$ cat src/rtl/cic_int_up_if.sv
// Sample stream between the compensation interpolator, the CIC interpolator and the DAC/NCO path.
interface cic_int_up_if #(
    parameter int unsigned DW = 16
);
    logic          in_valid;
    logic [DW-1:0] filter_in;
    logic          in_ready;
    logic [DW-1:0] filter_out;
    logic          ce_out;

    modport master (
        output in_valid, filter_in,
        input  in_ready, filter_out, ce_out
    );

    modport slave (
        input  in_valid, filter_in,
        output in_ready, filter_out, ce_out
    );
endinterface

$ cat src/rtl/cic_int_up.sv
// N-stage CIC interpolator by 2**RATE_LOG2 behind a one-entry holding register;
// output is rounded half-up, shifted by the CIC gain and saturated to DW bits.
module cic_int_up #(
    parameter int unsigned DW        = 16,
    parameter int unsigned N         = 3,
    parameter int unsigned RATE_LOG2 = 3
) (
    input  logic        clk,
    input  logic        reset,
    input  logic        clk_enable,
    input  logic        clear_flags,
    output logic        underrun,
    output logic        overrun,
    cic_int_up_if.slave bus
);
    localparam int unsigned W     = DW + N * RATE_LOG2;
    localparam int unsigned SHIFT = (N - 1) * RATE_LOG2;

    localparam logic [W:0] RND     = ((W + 1)'(1) << SHIFT) >> 1;
    localparam logic [W:0] SAT_MAX = {{(W + 2 - DW){1'b0}}, {(DW - 1){1'b1}}};
    localparam logic [W:0] SAT_MIN = ~SAT_MAX;

    logic [RATE_LOG2-1:0] phase_q, phase_d;
    logic [DW-1:0]        hold_q, hold_d;
    logic                 hold_full_q, hold_full_d;
    logic                 armed_q, armed_d;
    logic [W-1:0]         dly_q [N];
    logic [W-1:0]         dly_d [N];
    logic [W-1:0]         comb_out_q, comb_out_d;
    logic                 comb_fresh_q, comb_fresh_d;
    logic [W-1:0]         integ_q [N];
    logic [W-1:0]         integ_d [N];
    logic [DW-1:0]        filter_out_q, filter_out_d;
    logic                 ce_out_q, ce_out_d;
    logic                 underrun_q, underrun_d;
    logic                 overrun_q, overrun_d;

    logic                 consume;
    logic [W-1:0]         comb_acc;
    logic [W:0]           rnd_sum;
    logic [W:0]           scaled;

    // Next-state logic for holding register, comb, integrators and output stage.
    always_comb begin
        phase_d      = phase_q;
        hold_d       = hold_q;
        hold_full_d  = hold_full_q;
        armed_d      = armed_q;
        dly_d        = dly_q;
        comb_out_d   = comb_out_q;
        comb_fresh_d = comb_fresh_q;
        integ_d      = integ_q;
        filter_out_d = filter_out_q;
        ce_out_d     = clk_enable;
        comb_acc     = '0;

        consume = clk_enable && (phase_q == '0);

        if (clk_enable) begin
            phase_d = phase_q + RATE_LOG2'(1);
        end

        if (bus.in_valid) begin
            hold_d      = bus.filter_in;
            hold_full_d = 1'b1;
            armed_d     = 1'b1;
        end else if (consume) begin
            hold_full_d = 1'b0;
        end

        // Clear loses to a same-cycle set.
        underrun_d = (underrun_q & ~clear_flags) | (consume & ~hold_full_q & armed_q);
        overrun_d  = (overrun_q & ~clear_flags) | (bus.in_valid & hold_full_q & ~consume);

        // An empty register feeds a zero sample into the comb.
        if (hold_full_q) begin
            comb_acc = {{(W - DW){hold_q[DW-1]}}, hold_q};
        end
        if (consume) begin
            for (int unsigned k = 0; k < N; k++) begin
                dly_d[k] = comb_acc;
                comb_acc = comb_acc - dly_q[k];
            end
            comb_out_d   = comb_acc;
            comb_fresh_d = 1'b1;
        end else if (clk_enable) begin
            comb_fresh_d = 1'b0;
        end

        rnd_sum = {integ_q[N-1][W-1], integ_q[N-1]} + RND;
        scaled  = (W + 1)'($signed(rnd_sum) >>> SHIFT);

        if (clk_enable) begin
            integ_d[0] = integ_q[0] + (comb_fresh_q ? comb_out_q : '0);
            for (int unsigned k = 1; k < N; k++) begin
                integ_d[k] = integ_q[k] + integ_q[k-1];
            end
            if ($signed(scaled) > $signed(SAT_MAX)) begin
                filter_out_d = {1'b0, {(DW - 1){1'b1}}};
            end else if ($signed(scaled) < $signed(SAT_MIN)) begin
                filter_out_d = {1'b1, {(DW - 1){1'b0}}};
            end else begin
                filter_out_d = scaled[DW-1:0];
            end
        end
    end

    always_ff @(posedge clk or posedge reset) begin
        if (reset) begin
            phase_q      <= '0;
            hold_q       <= '0;
            hold_full_q  <= 1'b0;
            armed_q      <= 1'b0;
            comb_out_q   <= '0;
            comb_fresh_q <= 1'b0;
            filter_out_q <= '0;
            ce_out_q     <= 1'b0;
            underrun_q   <= 1'b0;
            overrun_q    <= 1'b0;
            for (int unsigned k = 0; k < N; k++) begin
                dly_q[k]   <= '0;
                integ_q[k] <= '0;
            end
        end else begin
            phase_q      <= phase_d;
            hold_q       <= hold_d;
            hold_full_q  <= hold_full_d;
            armed_q      <= armed_d;
            comb_out_q   <= comb_out_d;
            comb_fresh_q <= comb_fresh_d;
            filter_out_q <= filter_out_d;
            ce_out_q     <= ce_out_d;
            underrun_q   <= underrun_d;
            overrun_q    <= overrun_d;
            dly_q        <= dly_d;
            integ_q      <= integ_d;
        end
    end

    assign underrun       = underrun_q;
    assign overrun        = overrun_q;
    assign bus.in_ready   = ~hold_full_q;
    assign bus.filter_out = filter_out_q;
    assign bus.ce_out     = ce_out_q;
endmodule

$ cat src/flat_wrapper.sv
// flat-port wrapper written by rule: the top's interface ports become plain ports
module cic_int_up_flat 
#(
    parameter int unsigned DW        = 16,
    parameter int unsigned N         = 3,
    parameter int unsigned RATE_LOG2 = 3
)
  (clk, reset, clk_enable, clear_flags, underrun, overrun, bus_in_valid, bus_filter_in, bus_in_ready, bus_filter_out, bus_ce_out);
  cic_int_up_if #(.DW(DW)) bus_i ();
  input  logic clk;
  input  logic reset;
  input  logic clk_enable;
  input  logic clear_flags;
  output logic underrun;
  output logic overrun;
  input wire logic [$bits(bus_i.in_valid)-1:0] bus_in_valid;
  input wire logic [$bits(bus_i.filter_in)-1:0] bus_filter_in;
  output wire logic [$bits(bus_i.in_ready)-1:0] bus_in_ready;
  output wire logic [$bits(bus_i.filter_out)-1:0] bus_filter_out;
  output wire logic [$bits(bus_i.ce_out)-1:0] bus_ce_out;
  assign bus_i.in_valid = bus_in_valid;
  assign bus_i.filter_in = bus_filter_in;
  assign bus_in_ready = bus_i.in_ready;
  assign bus_filter_out = bus_i.filter_out;
  assign bus_ce_out = bus_i.ce_out;
  cic_int_up #(.DW(DW), .N(N), .RATE_LOG2(RATE_LOG2)) u_core (.clk(clk), .reset(reset), .clk_enable(clk_enable), .clear_flags(clear_flags), .underrun(underrun), .overrun(overrun), .bus(bus_i));
endmodule
$ cat config.mk
export PLATFORM = sky130hd
export DESIGN_NAME = cic_int_up_flat
export DESIGN_NICKNAME = d
export VERILOG_FILES = /design/src/rtl/cic_int_up_if.sv /design/src/rtl/cic_int_up.sv /design/src/flat_wrapper.sv
export SDC_FILE = /design/constraint.sdc
export NUM_CORES = 1
export LEC_CHECK = 0
export ABC_AREA = 1
export ABC_CLOCK_PERIOD_IN_PS = 8200
export CORE_MARGIN = 8
export CORE_UTILIZATION = 40
export CTS_BUF_LIST = sky130_fd_sc_hd__clkbuf_8
export CTS_CLUSTER_SIZE = 25
export DETAILED_ROUTE_END_ITERATION = 7
export GPL_ROUTABILITY_DRIVEN = 0
export GPL_TIMING_DRIVEN = 0
export HOLD_SLACK_MARGIN = 0.1
export SYNTH_ARGS = -nofsm -noshare
export SYNTH_HDL_FRONTEND = slang
export SYNTH_SLANG_ARGS = --single-unit
$ cat constraint.sdc
create_clock -name clk -period 8.2 [get_ports clk]
set_input_delay 1.64 -clock clk [delete_from_list [all_inputs] [get_ports clk]]
set_output_delay 1.64 -clock clk [all_outputs]
set_load 0.005 [all_outputs]
# Yosys cells after proc, flatten, opt, wreduce, memory -nomap -nowiden

Cells that the tools add are included.
Widths: inputs -> output; s select.

Register bits after elaboration: 216
Input port bits: 21
Output and inout bits: 20
Word-level logic and storage cells: 49

$add $sub $neg: 8
Magnitude comparators: 2
Mux-type cells: 8
Bitwise logic cells: 11
Reductions and logical operators: 4

Operators with widths:

| operator              | number |
|---|---|
| $add 25x25->25        | 3 |
| $sub 25x25->25        | 3 |
| $mux 25               | 2 |
| $mux 16               | 2 |
| $add 25x7->26 const B | 1 |
| $gt 20x16->1 const B  | 1 |
| $lt 20x16->1 const B  | 1 |
| $and 1x1->1           | 6 |
| $mux 1                | 4 |
| $reduce_bool 2->1     | 2 |
| $add 3x1->3 const B   | 1 |
| $logic_not 3->1       | 1 |
| $not 1->1             | 3 |
| $or 1x1->1            | 2 |
| $logic_and 1x1->1     | 1 |

# Depth between registers and ports, before layout

Gate-level depths: netlist of the first run.

Depth in word-level cells: 5
Gate-level depth with buffers: 37
Depth with buffers taken out: 35

# Worst setup path after synthesis of the first run

Ideal clock, no wire load.

Path kind: register -> register
Start: register u_core.hold_full_q
End: register u_core.comb_out_q[24]
Setup time: 118 ps
Data arrival time: 4,930 ps
Data required time: 8,082 ps
Setup slack: 3,152 ps
Cell stages (with the launch flop): 36
Path buffers: 2
Clock period less this slack: 5,048 ps
Cells stage by stage: dfrtp_1 clkbuf_1 buf_1 nand2_1 ha_1 fa_1 inv_1 nand3_1 nand2_1 nand2_1 nand2_1 a21oi_1 o21ai_0 nand2_1 nand3_1 xor2_1 inv_1 ha_1 nand2_1 inv_1 nand2_1 nor2_1 nand4_1 nand3_1 nand3_1 nand2_1 xor2_1 ha_1 a21oi_1 o21ai_0 a221oi_1 nand3_1 inv_1 nand2_1 nand3_1 nand2_1

Longest elaborated chain between the ends: 4

Ends and longest elaborated chain:

| item                         | RTL line          | RTL |
|---|---|---|
| start, declared              | cic_int_up.sv:25  | `logic hold_full_q, hold_full_d;` |
| start signal, assigned       | cic_int_up.sv:127 | `hold_full_q <= hold_full_d;` |
| $mux 25                      | cic_int_up.sv:76  | `if (hold_full_q) begin` |
| $sub 25x25->25 (3 in series) | cic_int_up.sv:82  | `comb_acc = comb_acc - dly_q[k];` |
| end signal, assigned         | cic_int_up.sv:129 | `comb_out_q <= comb_out_d;` |
| end, declared                | cic_int_up.sv:29  | `logic [W-1:0] comb_out_q, comb_out_d;` |

Every way passes these cells.
A chain may end at the register's enable or synchronous reset.

# Worst setup path in the final report of the first run

Same ends and word-level chain as after synthesis.

==> reports/qor.txt, run 1 <==
Post-DRT Antenna Nets: 0
DRT Pass-1 Iters: 5
Resized cells post-CTS: 0
Hold WC Path Type: flop to flop
Xor/xnor cell area share of the yosys netlist: 4.67%
Post-synth EDFFs: 0
Drc violations: 0
Worst-case reg-to-reg path depth: 35
Cell mode on critical path: nand2_1
CTS Buffer Depth: 3
Die height: 216 microns
Root buffer cell: clkbuf_8
Tot GR Track Use: 18.6%
Post-synthesis async set-or-reset flop share: 100%
Via density: 5.12
Grt ovf: 0
Fillcell total: 4049
CTS tree: done
Final setup violation count: 0
Hold Violations, Final: 0
Area of the multi-input gates: 9420 sq um
Drt total wl: 43800 microns
Die X: 216 microns
Worst EP required: 8.65 ns
Routed WL per cell: 15.1 microns
Post-Synth Simple-Gate Area: 27.1%
Share of layout cells above drive strength 1: 5.42%
Mapped Cells: 2267
RSZ-0062 raised after global routing: no
Area after DPL: 17000 sq um
Hold Path Stages: 2
Max Clk Rate: 156 MHz
H-tree level count: 2
Core area: 39500 sq um
Clock Sinks: 207
Nets@finish: 2515
Initial Utilization: 40.3%
Syn-to-layout area delta: 11.9%
WS Path Type: flop to flop
First-pass GRT wire length: 72000 microns
Combinational family with the most area after synthesis: simple AND/OR/NAND/NOR gates
Vias in the first global route: 14800
Buffer count from post-CTS setup fixing: 0
Cell area after synthesis: 15900 sq um
Clk_skew: 0.0263 ns
Largest net degree at the start of global routing: 112
CP endpoint kind: flop
Dpl hpwl: 35000 microns
Storage element area: 5180 sq um
Slew @ Worst Pin: 0.859 ns
Period utilisation layout: 78.4%
Post-synth cell types: 49
Diode count: 0
Register area share after synthesis: 32.5%
IO Port Bufs: 39
Relative slew slack: 42.7%
DRT iter0 DRCs: 659
Run status: completed
CP max FO: 10
Number of antenna violations at the first check in global routing: 0
Cts bufs inserted: 40
Clock latency on the worst-skew pair: 0.58 ns
Min Hold Slack: 0.456 ns
Synth Area per Inst: 7.03 sq um
Post-Synth Adder-Cell Area: 11.7%
Post-synthesis mux area share: 0%
Rows: 73
Top Ports: 41
Post-synthesis register bit count: 207
Clock transition at path regs: 0.06 ns
MaxCap Viol Count: 0
Vias: 14900
Hold Buf Count CTS: 0
Max-slew violation count: 0
Syn nets: 2433
Prevailing post-synth register cell: dfrtp_1
CP peak stage delay: 0.42 ns
Yosys warns: 0
Synth Area in Compound Gates: 15.7%
Final Critical Period: 6.43 ns
Critical path launch point type: flop
Cell area after layout: 17800 sq um
Critical-path top delay cell: buf_1
Die area: 46500 sq um
WP data arrival: 6.88 ns
## layer usage
metal  share of wire [%]  track usage [%]  routed length (microns)
met5                   0                0                        0
met4                 5.4             9.74                     2380
met3                 4.1             2.73                     1820
met2                  49             33.7                    21400
met1                  42             21.0                    18200
## flip-flops by register name, indices dropped and copies added (netlist names)
| register | cells |
|---|---|
| u_core.dly_q | 66 |
| u_core.bus.filter_out | 16 |
| u_core.hold_q | 16 |
| u_core.overrun | 1 |
| u_core.bus.ce_out | 1 |
| u_core.phase_q | 3 |
| u_core.hold_full_q | 1 |
| u_core.comb_fresh_q | 1 |
| u_core.integ_q | 75 |
| u_core.armed_q | 1 |
| u_core.underrun | 1 |
| u_core.comb_out_q | 25 |
## metrics by stage
| step | std cells | worst slack [ns] | setup TNS (ns) | utilization, % |
|---|---|---|---|---|
| after CTS | 2905 | 1.79 | 0 | 45.0 |
| after global routing | 2905 | 1.10 | 0 | 45.0 |
| after floorplan | 2267 | 0.908 | 0 | - |
| after detailed placement | 2832 | 1.82 | 0 | 43.0 |
| final | 2905 | 1.77 | 0 | 45.0 |
| after global placement | 2831 | -2.06 | -423.35 | 42.9 |
## final timing paths
kind | from | endpoint | slack (ns)
setup / recovery | u_core.hold_full_q | u_core.comb_out_q[24] | 1.77
hold reg to reg | u_core.armed_q | u_core.armed_q | 0.46
setup reg to reg | u_core.hold_full_q | u_core.comb_out_q[24] | 1.77
max in group asynchronous | reset | u_core.dly_q[73] | 5.58
min in group asynchronous | reset | u_core.integ_q[26] | 1.61
hold / removal | u_core.armed_q | u_core.armed_q | 0.46
## cell usage after synthesis, types with 4 or more instances
cell type  number  area (sq um)
a21oi_1       144           721
nor3b_1         4          30.0
nand3b_1       10          75.1
dfrtp_1       207          5180
a221oi_1        4          35.0
a21boi_0        4          30.0
or2_2          29           181
nand4_1        30           188
buf_1           5          18.8
nor3_1         32           160
xor2_1         56           490
o21bai_1       17           128
nor2_1        148           556
nor2_2          6          37.5
inv_2           5          18.8
fa_1            6           120
o21a_1          4          30.0
a31oi_1        31           194
a211oi_1        9          67.6
ha_1          139          1740
o21ai_0       209          1050
nand3_1        92           460
inv_1         293          1100
nand2_1       653          2450
a21o_1         12          90.1
clkbuf_1       38           143
xnor2_1        29           254
nand2_2        15          93.8
## worst max-delay path: cells and delay by family, from the launching register on
family / cells / cell delay [ns]
AND/OR/NAND/NOR: 18 / 1.95
flip-flops: 1 / 0.32
XOR/XNOR: 2 / 0.46
AO/OA/AOI/OAI: 5 / 1.17
adder cells (fa/ha/maj): 4 / 1.33
buffers and inverters: 6 / 1.08
## cell families after synthesis
kind of cell             count (synthesis)
AO/OA/AOI/OAI                          454
XOR/XNOR                                85
adder cells (fa/ha/maj)                145
buffers and inverters                  347
flip-flops                             207
AND/OR/NAND/NOR                       1029
## placed cells by master (no fill, tap or decap), types with 31 or more instances in the layout
cell               n
nand2_1          653
inv_1            307
o21ai_0          209
dfrtp_1          207
nor2_1           148
a21oi_1          144
ha_1             139
nand3_1           92
xor2_1            56
clkbuf_8          51
clkdlybuf4s50_1   39
clkbuf_1          38
nor3_1            32
a31oi_1           31
## area by class of cell
class / instances / area share (%)
Tap cell: 525 / 3.69
Clock buffer: 51 / 3.94
Inverter: 299 / 6.34
Sequential cell: 207 / 29.1
Buffer: 48 / 1.14
Timing Repair Buffer: 40 / 2.35
Clock inverter: 22 / 0.583
Multi-Input combinational cell: 1713 / 52.9
Power of run 1 is not shown: default switching activity piles up to over one toggle a cycle in this logic, so the estimate is an artifact.
==> run 2, diff against run 1 <==
--- a/config.mk
+++ b/config.mk
@@ -6,7 +6,7 @@
 export NUM_CORES = 1
 export LEC_CHECK = 0
 export ABC_AREA = 1
-export ABC_CLOCK_PERIOD_IN_PS = 8200
+export ABC_CLOCK_PERIOD_IN_PS = 5600
 export CORE_MARGIN = 8
 export CORE_UTILIZATION = 40
 export CTS_BUF_LIST = sky130_fd_sc_hd__clkbuf_8
==> constraint.sdc (replaced) <==
create_clock -name clk -period 5.6 [get_ports clk]
set_input_delay 1.12 -clock clk [delete_from_list [all_inputs] [get_ports clk]]
set_output_delay 1.12 -clock clk [all_outputs]
set_load 0.005 [all_outputs]
==> run 2 against run 1 <==
Against the previous run: highest routed layer unchanged; non-clock buffer count is 5 higher; sequential share of layout area is 0.40 points lower; sequential cell count stayed put; routed wire length is 1.5% higher; fmax is 24% higher; clock skew is 0.0026 ns lower; critical path depth is 5 lower; utilization is 0.65 points higher; clock-buffer cell count is 3 lower; die area stayed put; via count is 0.56% higher.
==> reports/qor.txt, run 2 (synthesis results as in run 1) <==
Run status: completed
Clock latency on the worst-skew pair: 0.58 ns (about the same)
Biggest regs: u_core.integ_q (75), u_core.dly_q (66), u_core.comb_out_q (25)
CTS tree: done
Commonest non-fill, non-tap cells in the layout: nand2_1, inv_1, dfrtp_1
DRT Pass-1 Iters: 5 (unchanged)
Die height: 216 microns (unchanged)
Met2 Wirelength: 22000 microns (+2.8%)
Worst EP required: 6.05 ns (-2.60 ns)
Critical path launch point type: flop
Final setup TNS: 0 ns (unchanged)
Max Clk Rate: 193 MHz (+24%)
Syn-to-layout area delta: 13.5%
CP bufs+invs: 2 (-4)
Most flops, register: u_core.integ_q
Hold Buf Count CTS: 0 (unchanged)
Die area: 46500 sq um (unchanged)
Metal-1 WL: 18300 microns (+0.74%)
Share of layout cells above drive strength 1: 7.05% (+1.6 points)
Grt ovf: 0 (unchanged)
Cts bufs inserted: 41 (+2.5%)
Cell mode on critical path: nand2_1
Clock Sinks: 207 (unchanged)
CP peak stage delay: 0.41 ns (about the same)
Final std cells w/o fill: 2907 (+0.069%)
Clk_skew: 0.0237 ns (-0.00265 ns)
Drc violations: 0 (unchanged)
Top Ports: 41 (unchanged)
DRT iter0 DRCs: 685 (+3.9%)
IO Port Bufs: 39 (unchanged)
Nets@finish: 2521 (+0.24%)
Tot GR Track Use: 18.9% (+0.26 points)
CTS Buffer Depth: 3 (unchanged)
H-tree level count: 2 (unchanged)
Routed WL per cell: 15.3 microns (+1.5%)
WS Path Type: flop to flop
Drt total wl: 44500 microns (+1.5%)
Fillcell total: 4100 (+1.3%)
Most common cell after layout, fill and taps aside: nand2_1
Number of antenna violations at the first check in global routing: 0 (unchanged)
Diode count: 0 (unchanged)
Rows: 73 (unchanged)
Met3 Wirelength: 1780 microns (-2.1%)
Storage element area: 5180 sq um (about the same)
Core area: 39500 sq um (unchanged)
Max-slew violation count: 0 (unchanged)
Vias: 15000 (+0.56%)
Post-DRT Antenna Nets: 0 (unchanged)
Final Critical Period: 5.19 ns (-1.24 ns)
Max reg flops: 75 (unchanged)
MaxCap Viol Count: 0 (unchanged)
Final setup violation count: 0 (unchanged)
Placed insts: 2836 (+0.14%)
Root buffer cell: clkbuf_8
Top Metal Used: met4
Vias in the first global route: 15100 (+2.2%)
Crit path max-delay family: simple AND/OR/NAND/NOR gates
Via density: 5.15 (+0.49%)
Initial Utilization: 40.3% (unchanged)
CP endpoint kind: flop
Area of the multi-input gates: 9610 sq um (+2.0%)
Critical-path top delay cell: dfrtp_2
First-pass GRT wire length: 73100 microns (+1.5%)
Dpl hpwl: 35900 microns (+2.7%)
Hold WC Path Type: flop to flop
Period utilisation layout: 92.7% (+14 points)
Hold Violations, Final: 0 (unchanged)
Relative slew slack: 41.4% (-1.3 points)
WP data arrival: 5.64 ns (-1.24 ns)
Largest net degree at the start of global routing: 41 (-63%)
Slew @ Worst Pin: 0.879 ns (+0.0193 ns)
Clock transition at path regs: 0.06 ns (about the same)
Die X: 216 microns (unchanged)
CP max FO: 10 (unchanged)
-- run 2: metal layers --
layer | global-route usage (%) | up-vias
met5 | 0 | -
li1 | - | 7594
met4 | 9.99 | 0
met1 | 20.5 | 6965
met2 | 34.8 | 279
met3 | 3.17 | 127
-- run 2: cell type report --
| type | instances | share of cell area, % |
|---|---|---|
| buffer | 47 | 1.15 |
| timing repair buffer | 46 | 2.80 |
| inverter | 299 | 6.23 |
| tap | 525 | 3.63 |
| clock buffer | 48 | 3.66 |
| multi-input combinational | 1713 | 53.2 |
| sequential | 207 | 28.7 |
| clock inverter | 22 | 0.672 |
-- run 2: stage by stage --
step / util [%] / setup slack, ns / hold slack [ns] / instance area [sq um]
2_1_floorplan: - / 0.552 / 0.423 / 15900
3_3_place_gp: 42.9 / -0.789 / 0.434 / 17000
3_5_place_dp: 43.2 / -0.787 / 0.450 / 17100
4_1_cts: 45.2 / 0.0122 / 0.464 / 17900
5_1_grt: 45.7 / -0.0213 / 0.481 / 18100
6_report: 45.7 / 0.408 / 0.458 / 18100
-- run 2: repair_timing --
item,4_1_cts,5_1_grt
buffers inserted,1,1
resized for setup,5,44
pin swaps,1,4
endpoints found under the setup margin,9,9
-- run 2: path summary, 6_finish.rpt --
kind | startpoint | to | slack (ns) | cells past startpoint
max reg2reg | u_core.hold_full_q | u_core.comb_out_q[24] | 0.41 | 30
min | u_core.armed_q | u_core.armed_q | 0.46 | 2
max in group asynchronous | reset | u_core.dly_q[12] | 3.61 | 4
min in group asynchronous | reset | u_core.underrun | 1.07 | 2
min reg2reg | u_core.armed_q | u_core.armed_q | 0.46 | 2
max | u_core.hold_full_q | u_core.comb_out_q[24] | 0.41 | 30
-- run 2: worst register-to-register path, delay by kind of cell (launching register included) --
kind	cells	cell delay (ns)
simple gates	17	1.93
compound gates	7	1.26
flops	1	0.41
xor+xnor	1	0.18
buf+inv	2	0.19
fa+ha+maj	3	1.11
Power of run 2 is left out for the same reason.
